===== config.mk =====
export PLATFORM = sky130hd
export DESIGN_NAME = mpr121_i2c_target
export DESIGN_NICKNAME = d
export VERILOG_FILES = /design/src/rtl/mpr121_i2c_target.sv
export SDC_FILE = /design/constraint.sdc
export NUM_CORES = 2
export LEC_CHECK = 0
export ABC_CLOCK_PERIOD_IN_PS = 2800
export CAP_MARGIN = 20
export CORE_MARGIN = 10
export CORE_UTILIZATION = 25
export DETAILED_ROUTE_END_ITERATION = 8
export PLACE_DENSITY = 0.47
export SKIP_CTS_REPAIR_TIMING = 1
export SYNTH_ARGS = -nofsm -noshare
export SYNTH_HDL_FRONTEND = slang
export SYNTH_SLANG_ARGS = --single-unit

===== constraint.sdc =====
create_clock -name clk_in -period 2.8 [get_ports clk_in]
set_input_delay 0.56 -clock clk_in [delete_from_list [all_inputs] [get_ports clk_in]]
set_output_delay 0.56 -clock clk_in [all_outputs]
set_load 0.1 [all_outputs]

===== src/rtl/mpr121_i2c_target.sv =====
// MPR121-compatible I2C target: 7-bit address match, auto-incrementing register
// pointer, writable register file, and live touch status snapshotted at 0x00/0x01.
module mpr121_i2c_target #(
  parameter logic [6:0]  TARGET_ADDR = 7'h5A,
  parameter int unsigned REG_DEPTH   = 128,
  parameter int unsigned SYNC_STAGES = 2
) (
  input  logic        clk_in,
  input  logic        rst_in,
  input  logic        scl_in,
  input  logic        sda_in,
  output logic        sda_oe_out,
  input  logic [11:0] touch_status_in,
  output logic        wr_valid_out,
  output logic [7:0]  wr_addr_out,
  output logic [7:0]  wr_data_out,
  output logic        busy_out
);
  localparam int unsigned PW = $clog2(REG_DEPTH);

  typedef enum logic [3:0] {
    IDLE, ADDR, ADDR_ACK, PTR, PTR_ACK, WR_DATA, WR_ACK, RD_DATA, RD_ACK, IGNORE
  } state_t;

  logic [SYNC_STAGES-1:0] scl_sync_q, sda_sync_q;
  logic                   scl_prev_q, sda_prev_q;
  state_t                 state_q, state_d;
  logic [7:0]             shreg_q, shreg_d;
  logic [3:0]             bit_cnt_q, bit_cnt_d;
  logic [PW-1:0]          ptr_q, ptr_d, ptr_next;
  logic [11:0]            snap_q, snap_d;
  logic                   oe_q, oe_d, busy_q, busy_d, wr_valid_q, wr_valid_d;
  logic [7:0]             wr_addr_q, wr_addr_d, wr_data_q, wr_data_d;
  logic                   reg_we;
  logic [7:0]             regs_q [REG_DEPTH];
  logic [7:0]             rd_byte;

  logic scl_s, sda_s, scl_rise, scl_fall, start_det, stop_det, bit_full, rx_done;

  assign scl_s     = scl_sync_q[SYNC_STAGES-1];
  assign sda_s     = sda_sync_q[SYNC_STAGES-1];
  assign scl_rise  = scl_s & ~scl_prev_q;
  assign scl_fall  = ~scl_s & scl_prev_q;
  // SCL must be high in both samples, so a coincident SCL/SDA change stays a data edge
  assign start_det = scl_s & scl_prev_q & ~sda_s & sda_prev_q;
  assign stop_det  = scl_s & scl_prev_q & sda_s & ~sda_prev_q;
  assign bit_full  = (bit_cnt_q == 4'd8);
  assign rx_done   = scl_fall & bit_full;
  assign ptr_next  = (ptr_q == PW'(REG_DEPTH - 1)) ? '0 : ptr_q + 1'b1;

  always_comb begin
    if (ptr_q == PW'(0))      rd_byte = snap_q[7:0];
    else if (ptr_q == PW'(1)) rd_byte = {4'b0, snap_q[11:8]};
    else                      rd_byte = regs_q[ptr_q];
  end

  always_ff @(posedge clk_in) begin
    if (!rst_in) begin
      scl_sync_q <= '1;
      sda_sync_q <= '1;
      scl_prev_q <= 1'b1;
      sda_prev_q <= 1'b1;
      state_q    <= IDLE;
      shreg_q    <= '0;
      bit_cnt_q  <= '0;
      ptr_q      <= '0;
      snap_q     <= '0;
      oe_q       <= 1'b0;
      busy_q     <= 1'b0;
      wr_valid_q <= 1'b0;
      wr_addr_q  <= '0;
      wr_data_q  <= '0;
    end else begin
      scl_sync_q <= SYNC_STAGES'({scl_sync_q, scl_in});
      sda_sync_q <= SYNC_STAGES'({sda_sync_q, sda_in});
      scl_prev_q <= scl_s;
      sda_prev_q <= sda_s;
      state_q    <= state_d;
      shreg_q    <= shreg_d;
      bit_cnt_q  <= bit_cnt_d;
      ptr_q      <= ptr_d;
      snap_q     <= snap_d;
      oe_q       <= oe_d;
      busy_q     <= busy_d;
      wr_valid_q <= wr_valid_d;
      wr_addr_q  <= wr_addr_d;
      wr_data_q  <= wr_data_d;
    end
  end

  always_ff @(posedge clk_in) begin
    if (!rst_in) begin
      for (int unsigned i = 0; i < REG_DEPTH; i++) regs_q[i] <= '0;
    end else if (reg_we) begin
      regs_q[ptr_q] <= shreg_q;
    end
  end

  always_comb begin
    state_d = state_q;
    if (start_det)     state_d = ADDR;
    else if (stop_det) state_d = IDLE;
    else begin
      case (state_q)
        ADDR:     if (rx_done) state_d = (shreg_q[7:1] == TARGET_ADDR) ? ADDR_ACK : IGNORE;
        ADDR_ACK: if (scl_fall) state_d = shreg_q[0] ? RD_DATA : PTR;
        PTR:      if (rx_done) state_d = PTR_ACK;
        PTR_ACK:  if (scl_fall) state_d = WR_DATA;
        WR_DATA:  if (rx_done) state_d = WR_ACK;
        WR_ACK:   if (scl_fall) state_d = WR_DATA;
        RD_DATA:  if (rx_done) state_d = RD_ACK;
        RD_ACK: begin
          if (scl_rise && sda_s) state_d = IGNORE;
          else if (scl_fall)     state_d = RD_DATA;
        end
        default: state_d = state_q;
      endcase
    end
  end

  always_comb begin
    shreg_d    = shreg_q;
    bit_cnt_d  = bit_cnt_q;
    ptr_d      = ptr_q;
    snap_d     = snap_q;
    oe_d       = oe_q;
    busy_d     = busy_q;
    wr_valid_d = 1'b0;
    wr_addr_d  = wr_addr_q;
    wr_data_d  = wr_data_q;
    reg_we     = 1'b0;
    if (start_det) begin
      bit_cnt_d = '0;
      oe_d      = 1'b0;
    end else if (stop_det) begin
      oe_d   = 1'b0;
      busy_d = 1'b0;
    end else begin
      case (state_q)
        ADDR, PTR, WR_DATA: begin
          if (scl_rise && !bit_full) begin
            shreg_d   = {shreg_q[6:0], sda_s};
            bit_cnt_d = bit_cnt_q + 4'd1;
          end else if (rx_done) begin
            bit_cnt_d = '0;
            if (state_q == ADDR) begin
              if (shreg_q[7:1] == TARGET_ADDR) begin
                oe_d   = 1'b1;
                busy_d = 1'b1;
                if (shreg_q[0]) snap_d = touch_status_in;
              end
            end else if (state_q == PTR) begin
              oe_d  = 1'b1;
              ptr_d = PW'({1'b0, shreg_q} % 9'(REG_DEPTH));
            end else begin
              // 0x00/0x01 are read-only but the byte is still ACKed and reported
              oe_d       = 1'b1;
              wr_valid_d = 1'b1;
              wr_addr_d  = 8'(ptr_q);
              wr_data_d  = shreg_q;
              reg_we     = (ptr_q > PW'(1));
              ptr_d      = ptr_next;
            end
          end
        end
        ADDR_ACK: begin
          if (scl_fall) begin
            oe_d      = 1'b0;
            bit_cnt_d = '0;
            if (shreg_q[0]) begin
              shreg_d = rd_byte;
              oe_d    = ~rd_byte[7];
            end
          end
        end
        PTR_ACK, WR_ACK: if (scl_fall) oe_d = 1'b0;
        RD_DATA: begin
          if (scl_rise && !bit_full) bit_cnt_d = bit_cnt_q + 4'd1;
          else if (rx_done) begin
            oe_d      = 1'b0;
            bit_cnt_d = '0;
          end else if (scl_fall) begin
            shreg_d = {shreg_q[6:0], 1'b0};
            oe_d    = ~shreg_q[6];
          end
        end
        RD_ACK: begin
          if (scl_rise && !sda_s) ptr_d = ptr_next;
          else if (scl_fall) begin
            shreg_d = rd_byte;
            oe_d    = ~rd_byte[7];
          end
        end
        default: oe_d = 1'b0;
      endcase
    end
  end

  assign sda_oe_out   = oe_q;
  assign busy_out     = busy_q;
  assign wr_valid_out = wr_valid_q;
  assign wr_addr_out  = wr_addr_q;
  assign wr_data_out  = wr_data_q;
endmodule


==> metrics.txt <==
CTS tree=done; initial antenna violation count=3; status=complete, but fails checks; Mapped Area=roughly 0.051 sq mm; ordered list of cells on the worst path=buf_4 > clkbuf_16 > mux4_2 > mux4_2 > mux2_4 > o211ai_1 > buf_4 > nand4_1 > o2111a_1; final hold viol count=0; global-route wire length before repair=221000 um; final wirelength=153000 um; minimum clock period=2970 ps; area of the multi-input gates=0.0176 sq mm; FMAX=337 MHz; Tcrit/Tclk final=106%; clk_skew=30.0 ps; slowest stage cell, crit path=mux4_2; clk sinks=1090; post-route setup slack=-170 ps; most common library cell in the layout ignoring fill and taps=edfxtp_1; die area=0.221 sq mm; GRT Overall Usage=13.4%; Max Cap Viol=0; Setup violations, final=6; post-synthesis cell count=3455; input/output buffers=33; clk_lat worst skew=760 ps; DRC=0; fin area=just over 0.06 sq mm; CTS max path bufs=3; Yosys reg bits=1090; RSZ-0062 raised after global routing=yes; TritonCTS Buffers=119; drt wl/cell=~24 um; pwr/cell area=around 600 mW/mm^2; ANT nets after route=0; Tightest Pin Transition=965 ps; worst hold margin=335 ps; First-pass DRT Iterations=5; Mean Syn Cell Area=14.7 sq um; gr ovfl total=0; CP arrival=3620 ps; Worst Hold Class=input port to flip-flop; via count=29.7k; Root Buffer=clkbuf_16; failing checks=negative setup slack; htree depth=3; Starting Density=25.1%; most frequent cells in the layout=edfxtp_1, and2_1, buf_4; Synth Flop Type=edfxtp_1; vias per inst=4.57; Row Count=165; Die Wd=470 um; post-synth cell types=between 60 and 70; pin count of the biggest net entering global routing=approximately 130; Detailed Place HPWL=99500 um; critical path startpoint category=flip-flop; Layout fillers=19.8k; Critical Path Sink Type=flip-flop; CP Class=flip-flop to flip-flop; sequential cell area=0.0321 sq mm; Top Family by Delay on Critical Path=multiplexers; Worst VDD drop=0.505 mV; Placer Congestion=0.799; critical path fanouts, max=8; count of pins over their slew limit=0; Core Region=~0.20 sq mm; nets=3736; async set-reset flop share out of synthesis=0%; max incr delay on CP=550 ps; Ys Warns=0; vias in the first global route=30.0k; I/O Pins=35; P&R area growth vs syn=20.0%; Leak=0.0200 uW; drt initial violations=between 2k and 2.5k; Relative slew margins=between 30% and 40%; Buf+Inv Stages, Crit Path=3; share of cells above drive strength 1=a little over a quarter; sequential area share after synthesis=a little under two thirds; Reg clk slew, reported paths=roughly 60 ps; post-placement cell area=0.0563 sq mm; Post-synth EDFFs=around 1.0k; Die Span Y=~470 um; required time of the critical path=3450 ps
-- worst paths after layout --
kind                 startpoint  cells past startpoint            end  slack [ps]
setup / recovery      flip-flop                      9     shreg_q[5]        -170
hold / removal           rst_in                      3  sda_sync_q[0]         330
setup reg to reg      flip-flop                      9     shreg_q[5]        -170
hold reg to reg   scl_sync_q[0]                      1  scl_sync_q[1]         430
-- metal layers --
metal | global-route usage, % | up-vias | share of wire, %
li1 | - | 13300 | -
met4 | 4.32 | 2 | 2.7
met3 | 2.16 | 181 | 4.9
met1 | 18.5 | 15500 | 45
met2 | 21.5 | 759 | 47
met5 | 0 | - | 0.0085
-- stage by stage --
stage | power, uW | setup TNS, ps | setup WS (ps) | util [%] | std cells
detailed placement | 21600 | -1130 | -272 | 27.9 | 6244
global placement | 21600 | -1120 | -270 | 27.9 | 6244
finish | 37300 | -454 | -170 | 30.1 | 6497
global route | 38400 | -1110 | -189 | 30.1 | 6493
floorplan | 20200 | -31450 | -169 | - | 3463
CTS | 37700 | -1740 | -285 | 29.9 | 6470
-- logic make-up after synthesis --
group                    share of synthesized area (%)
AO/OA/AOI/OAI                                     3.27
XOR/XNOR                                        0.0346
adder cells (fa/ha/maj)                          0.124
buffers and inverters                             2.56
flip-flops                                        63.4
multiplexers                                      14.4
other                                          0.00741
AND/OR/NAND/NOR                                   16.3
-- cells in the mapped netlist (9+ instances only) --
| library cell | number | share of area, % |
|---|---|---|
| buf_4 | 18 | 0.27 |
| mux4_2 | 294 | 13 |
| dfxtp_1 | 66 | 2.6 |
| buf_1 | 12 | 0.089 |
| nor3_1 | 16 | 0.16 |
| a21oi_1 | 44 | 0.44 |
| a221oi_1 | 9 | 0.16 |
| mux2i_1 | 57 | 1.1 |
| o211ai_1 | 12 | 0.18 |
| inv_1 | 9 | 0.067 |
| nand2_1 | 87 | 0.65 |
| buf_6 | 10 | 0.22 |
| buf_2 | 39 | 0.39 |
| clkbuf_1 | 204 | 1.5 |
| nor2b_1 | 15 | 0.19 |
| nand3_1 | 29 | 0.29 |
| nand2b_1 | 13 | 0.16 |
| a211oi_1 | 9 | 0.13 |
| edfxtp_1 | 1024 | 61 |
| o21ai_0 | 163 | 1.6 |
| nand4_1 | 10 | 0.12 |
| and2_1 | 1022 | 13 |
| nor2_1 | 171 | 1.3 |
-- worst min-delay path, cell delays in order --
cell      delay, ps
buf_4           140
buf_12          230
nand2b_1        120
-- state kept, by name (all words and copies together) (netlist names), named ones only --
signal,flops
scl_prev_q,1
busy_out,1
bit_cnt_q,4
state_q,4
sda_sync_q,2
sda_prev_q,1
wr_addr_out,7
wr_data_out,8
ptr_q,7
wr_valid_out,1
snap_q,12
shreg_q,8
scl_sync_q,2
regs_q,1024
sda_oe_out,1
-- cell type report --
| type | count | area share, % |
|---|---|---|
| antenna | 5 | 0.0206 |
| clock buffer | 149 | 5.26 |
| clock inverter | 77 | 1.23 |
| inverter | 11 | 0.0680 |
| multi-input combinational | 2079 | 28.9 |
| sequential | 1090 | 52.9 |
| tap | 2672 | 5.50 |
| timing repair buffer | 414 | 6.17 |
-- where the power goes --
group | switching (uW) | internal (uW)
Combinational | 1650 | 710
Sequential | 310 | 18600
Clock | 6880 | 9190
Total | 8840 | 28500
Power figures use the tool's default switching activity.
